<file path="config.mk">
export PLATFORM = sky130hd
export DESIGN_NAME = multi_bit_sync_edge
export DESIGN_NICKNAME = d
export VERILOG_FILES = /design/src/rtl/multi_bit_sync_edge.sv
export SDC_FILE = /design/constraint.sdc
export NUM_CORES = 1
export LEC_CHECK = 0
export BUFFER_PORTS_ARGS = -buffer_cell sky130_fd_sc_hd__buf_2
export CAP_MARGIN = 25
export CELL_PAD_IN_SITES_DETAIL_PLACEMENT = 1
export CELL_PAD_IN_SITES_GLOBAL_PLACEMENT = 2
export CORE_ASPECT_RATIO = 0.6
export CORE_MARGIN = 1
export CORE_UTILIZATION = 35
export CTS_CLUSTER_DIAMETER = 120
export DETAILED_ROUTE_END_ITERATION = 10
export HOLD_SLACK_MARGIN = 0.15
export PLACE_DENSITY = 0.83
export RECOVER_POWER = 25
export SLEW_MARGIN = 40
export SYNTH_ARGS = -nofsm -noshare
export SYNTH_HDL_FRONTEND = slang
export SYNTH_SLANG_ARGS = --single-unit
</file>
<file path="constraint.sdc">
create_clock -name clk -period 3.2 [get_ports clk]
set_clock_uncertainty 0.2 [all_clocks]
set_input_delay 0.32 -clock clk [delete_from_list [all_inputs] [get_ports clk]]
set_output_delay 0.32 -clock clk [all_outputs]
set_load 0.01 [all_outputs]
</file>
<file path="src/rtl/multi_bit_sync_edge.sv">
// -----------------------------------------------------------------------------
// multi_bit_sync_edge
//
// Receive-side synchroniser for CH independent asynchronous single-bit event
// lines, running entirely in the destination clock domain. Per channel:
//   SYNC_STAGES-deep synchroniser chain -> optional glitch filter ->
//   registered edge detector -> saturating event counter + sticky flag.
//
// Optional feature macro: SYNC_FILTER_EN
//   defined   : a per-channel filter follows the last chain stage. sync_out
//               takes a new level only after FILT_LEN consecutive samples
//               that differ from it; any matching sample restarts the count.
//   undefined : no filter logic, sync_out is the last chain stage.
//
// Ports:
//   clk         in   destination clock
//   sys_rst     in   synchronous active-high reset, zeroes every flop
//   async_in    in   [CH]        asynchronous event lines
//   sync_out    out  [CH]        synchronised (optionally filtered) level
//   edge_pulse  out  [CH]        one-cycle registered pulse per detected edge
//   evt_cnt     out  [CH*CNT_W]  saturating event counts, ch i at [i*CNT_W +: CNT_W]
//   cnt_clr     in   [CH]        per-channel counter clear
//   sticky      out  [CH]        per-channel event-seen flag
//   sticky_clr  in   1           clears all sticky flags
// -----------------------------------------------------------------------------
module multi_bit_sync_edge #(
   parameter int unsigned CH          = 4,
   parameter int unsigned SYNC_STAGES = 2,
   parameter logic [1:0]  EDGE_MODE   = 2'd0,
   parameter int unsigned CNT_W       = 8,
   parameter int unsigned FILT_LEN    = 3
) (
   input  logic                  clk,
   input  logic                  sys_rst,
   input  logic [CH-1:0]         async_in,
   output logic [CH-1:0]         sync_out,
   output logic [CH-1:0]         edge_pulse,
   output logic [CH*CNT_W-1:0]   evt_cnt,
   input  logic [CH-1:0]         cnt_clr,
   output logic [CH-1:0]         sticky,
   input  logic                  sticky_clr
);

   localparam logic [CNT_W-1:0] CNT_MAX = {CNT_W{1'b1}};
   localparam logic [CNT_W-1:0] CNT_ONE = CNT_W'(1);

   // Edge condition selected by EDGE_MODE; code 3 behaves like "both".
   function automatic logic edge_hit(input logic cur, input logic prv, input logic [1:0] mode);
      logic hit;
      case (mode)
         2'd0:    hit = cur & ~prv;
         2'd1:    hit = ~cur & prv;
         default: hit = cur ^ prv;
      endcase
      return hit;
   endfunction

   logic [CH-1:0][SYNC_STAGES-1:0] chain_d, chain_q;
   logic [CH-1:0]                  sync_cur;
   logic [CH-1:0]                  evt;
   logic [CH-1:0]                  prev_d, prev_q;
   logic [CH-1:0]                  pulse_d, pulse_q;
   logic [CH-1:0][CNT_W-1:0]       cnt_d, cnt_q;
   logic [CH-1:0]                  sticky_d, sticky_q;

   // Synchroniser chain shift: only bit 0 ever samples the asynchronous input.
   always_comb begin
      chain_d = chain_q;
      for (int i = 0; i < CH; i++) begin
         chain_d[i] = {chain_q[i][SYNC_STAGES-2:0], async_in[i]};
      end
   end

`ifdef SYNC_FILTER_EN
   localparam int unsigned      FC_W      = (FILT_LEN > 1) ? $clog2(FILT_LEN) : 1;
   localparam logic [FC_W-1:0]  FILT_LAST = FC_W'(FILT_LEN - 1);
   localparam logic [FC_W-1:0]  FC_ZERO   = {FC_W{1'b0}};
   localparam logic [FC_W-1:0]  FC_ONE    = FC_W'(1);

   logic [CH-1:0]            filt_d, filt_q;
   logic [CH-1:0][FC_W-1:0]  fcnt_d, fcnt_q;

   // Glitch filter: flip on the FILT_LEN-th consecutive differing sample.
   always_comb begin
      filt_d = filt_q;
      fcnt_d = fcnt_q;
      for (int i = 0; i < CH; i++) begin
         if (chain_q[i][SYNC_STAGES-1] != filt_q[i]) begin
            if (fcnt_q[i] == FILT_LAST) begin
               filt_d[i] = chain_q[i][SYNC_STAGES-1];
               fcnt_d[i] = FC_ZERO;
            end else begin
               fcnt_d[i] = fcnt_q[i] + FC_ONE;
            end
         end else begin
            fcnt_d[i] = FC_ZERO;
         end
      end
   end

   // Filter state registers.
   always_ff @(posedge clk) begin
      if (sys_rst) begin
         filt_q <= {CH{1'b0}};
         fcnt_q <= {CH{FC_ZERO}};
      end else begin
         filt_q <= filt_d;
         fcnt_q <= fcnt_d;
      end
   end

   // Filtered level is the synchronised output.
   always_comb begin
      sync_cur = filt_q;
   end
`else
   // Last chain stage is the synchronised output.
   always_comb begin
      sync_cur = {CH{1'b0}};
      for (int i = 0; i < CH; i++) begin
         sync_cur[i] = chain_q[i][SYNC_STAGES-1];
      end
   end
`endif

   // Edge detection, saturating counter and sticky flag next-state.
   always_comb begin
      evt      = {CH{1'b0}};
      prev_d   = sync_cur;
      pulse_d  = {CH{1'b0}};
      cnt_d    = cnt_q;
      sticky_d = sticky_q;
      for (int i = 0; i < CH; i++) begin
         evt[i]     = edge_hit(sync_cur[i], prev_q[i], EDGE_MODE);
         pulse_d[i] = evt[i];
         if (evt[i]) begin
            // A clear coinciding with an event keeps that event as count 1.
            if (cnt_clr[i]) begin
               cnt_d[i] = CNT_ONE;
            end else if (cnt_q[i] == CNT_MAX) begin
               cnt_d[i] = cnt_q[i];
            end else begin
               cnt_d[i] = cnt_q[i] + CNT_ONE;
            end
         end else if (cnt_clr[i]) begin
            cnt_d[i] = {CNT_W{1'b0}};
         end else begin
            cnt_d[i] = cnt_q[i];
         end
         // Event wins over a simultaneous clear.
         sticky_d[i] = evt[i] | (sticky_q[i] & ~sticky_clr);
      end
   end

   // Chain and event-path registers.
   always_ff @(posedge clk) begin
      if (sys_rst) begin
         chain_q  <= {CH{{SYNC_STAGES{1'b0}}}};
         prev_q   <= {CH{1'b0}};
         pulse_q  <= {CH{1'b0}};
         cnt_q    <= {CH{{CNT_W{1'b0}}}};
         sticky_q <= {CH{1'b0}};
      end else begin
         chain_q  <= chain_d;
         prev_q   <= prev_d;
         pulse_q  <= pulse_d;
         cnt_q    <= cnt_d;
         sticky_q <= sticky_d;
      end
   end

   assign sync_out   = sync_cur;
   assign edge_pulse = pulse_q;
   assign evt_cnt    = cnt_q;
   assign sticky     = sticky_q;

endmodule

</file>
==> results.json <==
{
  "wl_per_cell_um": 16.06,
  "ir_drop_mv": 0.1904,
  "required_ps": 3180,
  "setup_viol": 0,
  "wirelength_um": 6342,
  "diodes": 0,
  "ys.flop_type": "dfxtp_1",
  "hold_path.class": "in -> reg",
  "power_frac_seq": 0.498,
  "antenna_found_initial": 0,
  "min_path_cells": 3,
  "grt_use_total": 0.1885,
  "cts_tree": "yes",
  "synth_top_family_by_area": "simple AND/OR/NAND/NOR gates",
  "synth_most_common_cell": "dfxtp_1",
  "placed_area_um2": 2701,
  "maxCapViolations": 0,
  "drive_above_1_share": 0.2026,
  "design_area_um2": 2939,
  "ys_seq_elements": 52,
  "grt_pass1_vias": 2113,
  "dp_hpwl_um": 4562,
  "fmax_mhz": 478.3,
  "final_antenna_net_count": 0,
  "fp.dieW_um": 109.1,
  "synth.area.top_cells": "dfxtp_1 (43%), a21oi_1 (4.2%), nor2b_1 (4.2%)",
  "pre_cts_ws_ps": 1395,
  "cp_slowest_cell": "clkbuf_1",
  "setup_tns_ps": 0,
  "vias": 2181,
  "clkLatencyLatePin_ps": 290,
  "synth.distinct_cells": 50,
  "start_util": 0.3786,
  "place.gp.congestion": 0.7373,
  "p_int_mw": 1.057,
  "timing.rr.end": "evt_cnt[29]",
  "cts_max_path_buffers": 2,
  "timing.rr.start": "evt_cnt[24]",
  "min_period_ps": 2091,
  "avgSynthCellArea_um2": 9.440,
  "worstPathArrival_ps": 2070,
  "routed_via_density": 5.522,
  "status": "completed",
  "cts_hold_buf": 8,
  "hold_viol": 0,
  "seq_area_um2": 1041,
  "switching_power_mw": 0.2827,
  "yosys.area_share.simple": 0.2869,
  "numCtsBuffers": 5,
  "synth_compound_area_frac": 0.1861,
  "drc_errors": 0,
  "grt_pass1_wl_um": 10560,
  "port_buffers": 54,
  "crit_family": "buffers and inverters",
  "die_y_um": 66.24,
  "cp_max_fo": 34,
  "end_kind": "flip-flop",
  "synth_top_cells_by_count": "dfxtp_1 (52), a21oi_1 (20), nand2_1 (16), nor2b_1 (16), and3_1 (10)",
  "synth_edf_count": 0,
  "clkPwrFrac": 0.451,
  "drt_first_pass_iters": 4,
  "async_flop_share": 0,
  "comb_power_share": 0.050,
  "maxSlewHeadroom": 0.02226,
  "rows": 22,
  "p_leak_nw": 1.221,
  "worst_setup_path_start_kind": "input pin",
  "yosysWarnings": 0,
  "synth_top_area_frac": 0.4324,
  "tightest_slew_ps": 1467,
  "core_um2": 6359,
  "clk_pin_slew_worst_paths_ps": 70,
  "whs_endpoint": "sticky[3]",
  "synth.cell_area_um2": 2407,
  "rsz0062_at_grt": "no",
  "cts_root_buffer": "clkbuf_16",
  "p_per_area_nw_per_um2": 455.9,
  "synth_nets": 270,
  "critPathKind": "in -> reg",
  "syn_to_final_growth_pct": 22.09,
  "worst_slack_ps": 1109,
  "maxSlewViolCount": 0,
  "cp_cell_sequence": "clkbuf_1 -> nor2_1 -> nand4b_1 -> o21ai_1",
  "fp.dieArea_um2": 7224,
  "grt_overflow": 0,
  "synth-xor-area-share": 0,
  "reg2regPathDepth": 4,
  "switching_share": 0.2110,
  "post_cts_buffers": 0,
  "cp.buffers_inverters": 1,
  "pin_count": 55,
  "numClockSinks": 52,
  "grt_max_degree": 35,
  "netlist.top_cell.by_area": "dfxtp_1",
  "synthMuxAreaShare": 0.02911,
  "rrSetupSlack_ps": 1390,
  "ctsResizeCount": 0,
  "fin_nets": 325,
  "yosysSeqAreaShare": 0.4324,
  "worstHoldStart": "sticky_clr",
  "drt_iter0_markers": 101,
  "synth_cells": 255,
  "num-fill-cells": 778,
  "synth_adder_area_share": 0.02079,
  "h-tree-depth": 2,
  "post-route-period-util": 0.6533,
  "critPathMaxStageDelay_ps": 1040,
  "multi_input_area_um2": 1259
}
-- metal layers --
metal  part of all wire  wire, um  up-vias  track usage
met5                  0         0        -            0
met4             0.0044        28        0      0.04054
met3              0.045       283        5      0.04138
met2               0.42      2637       44       0.2728
met1               0.54      3393     1046       0.2800
li1                   -         -     1086            -
-- metrics by stage --
stage,hold slack (ps),utilization,std cells,power (mW)
floorplan,188.9,-,255,0.7150
global placement,216.7,0.4248,379,0.7415
detailed placement,223.6,0.4248,379,0.7430
CTS,169.6,0.4632,395,1.356
global route,190.2,0.4622,395,1.398
finish,172.9,0.4622,395,1.340
-- registers in the layout, indices dropped and copies added, names as in the netlist --
register / cells
evt_cnt: 32
prev_q: 4
sync_out: 4
sticky: 4
chain_d: 4
edge_pulse: 4
-- worst reg2reg max path, delay by kind of cell (launching register included) --
family / cells / cell delay, ps
simple gates: 1 / 350
flops: 1 / 440
compound gates: 2 / 480
fa+ha+maj: 1 / 230
-- worst max path at each step --
stage | endpoint | from | depth (start not counted)
2_1_floorplan | evt_cnt[4] | evt_cnt[0] | 4
3_3_place_gp | evt_cnt[29] | evt_cnt[24] | 4
3_5_place_dp | evt_cnt[29] | evt_cnt[24] | 4
4_1_cts | evt_cnt[29] | evt_cnt[24] | 4
5_1_grt | evt_cnt[30] | sys_rst | 4
6_report | evt_cnt[27] | sys_rst | 4
-- cell type report --
class / instances / share of cell area
Inverter: 7 / 0.008940
Tap cell: 84 / 0.03576
Multi-Input combinational cell: 182 / 0.4283
Clock buffer: 6 / 0.04385
Timing Repair Buffer: 62 / 0.1171
Clock inverter: 2 / 0.01192
Sequential cell: 52 / 0.3542
-- cell usage in the layout (no fill, tap or decap), types with 6 or more instances in the layout --
master / Yosys / final
mux2i_1: 7 / 7
dlygate4sd3_1: 0 / 8
nand3_1: 9 / 9
a21oi_1: 20 / 20
and4b_1: 9 / 9
nand2_1: 16 / 16
clkbuf_1: 3 / 6
inv_1: 7 / 7
nand4_1: 8 / 8
and4_1: 6 / 6
buf_2: 8 / 49
nor2b_1: 16 / 16
dfxtp_1: 52 / 52
nor3_1: 6 / 6
nand2b_1: 9 / 9
nor2_1: 8 / 8
and3_1: 10 / 10
-- power groups by stage --
stage,sequential [mW],combinational [mW],clock (mW)
5_1_grt,0.669,0.0749,0.653
6_report,0.668,0.0672,0.605
4_1_cts,0.668,0.0682,0.620
3_5_place_dp,0.683,0.0604,0
2_1_floorplan,0.684,0.0315,0
3_3_place_gp,0.682,0.0595,0
-- logic make-up (layout without fill, tap and decap cells) --
family / after synthesis / count (layout)
and+or+nand+nor: 111 / 111
AOI/OAI and AO/OA: 60 / 60
DFF: 52 / 52
buffers and inverters: 21 / 77
muxes: 7 / 7
adders and majority gates: 4 / 4
Note: power is estimated with default switching activity, not from simulation.
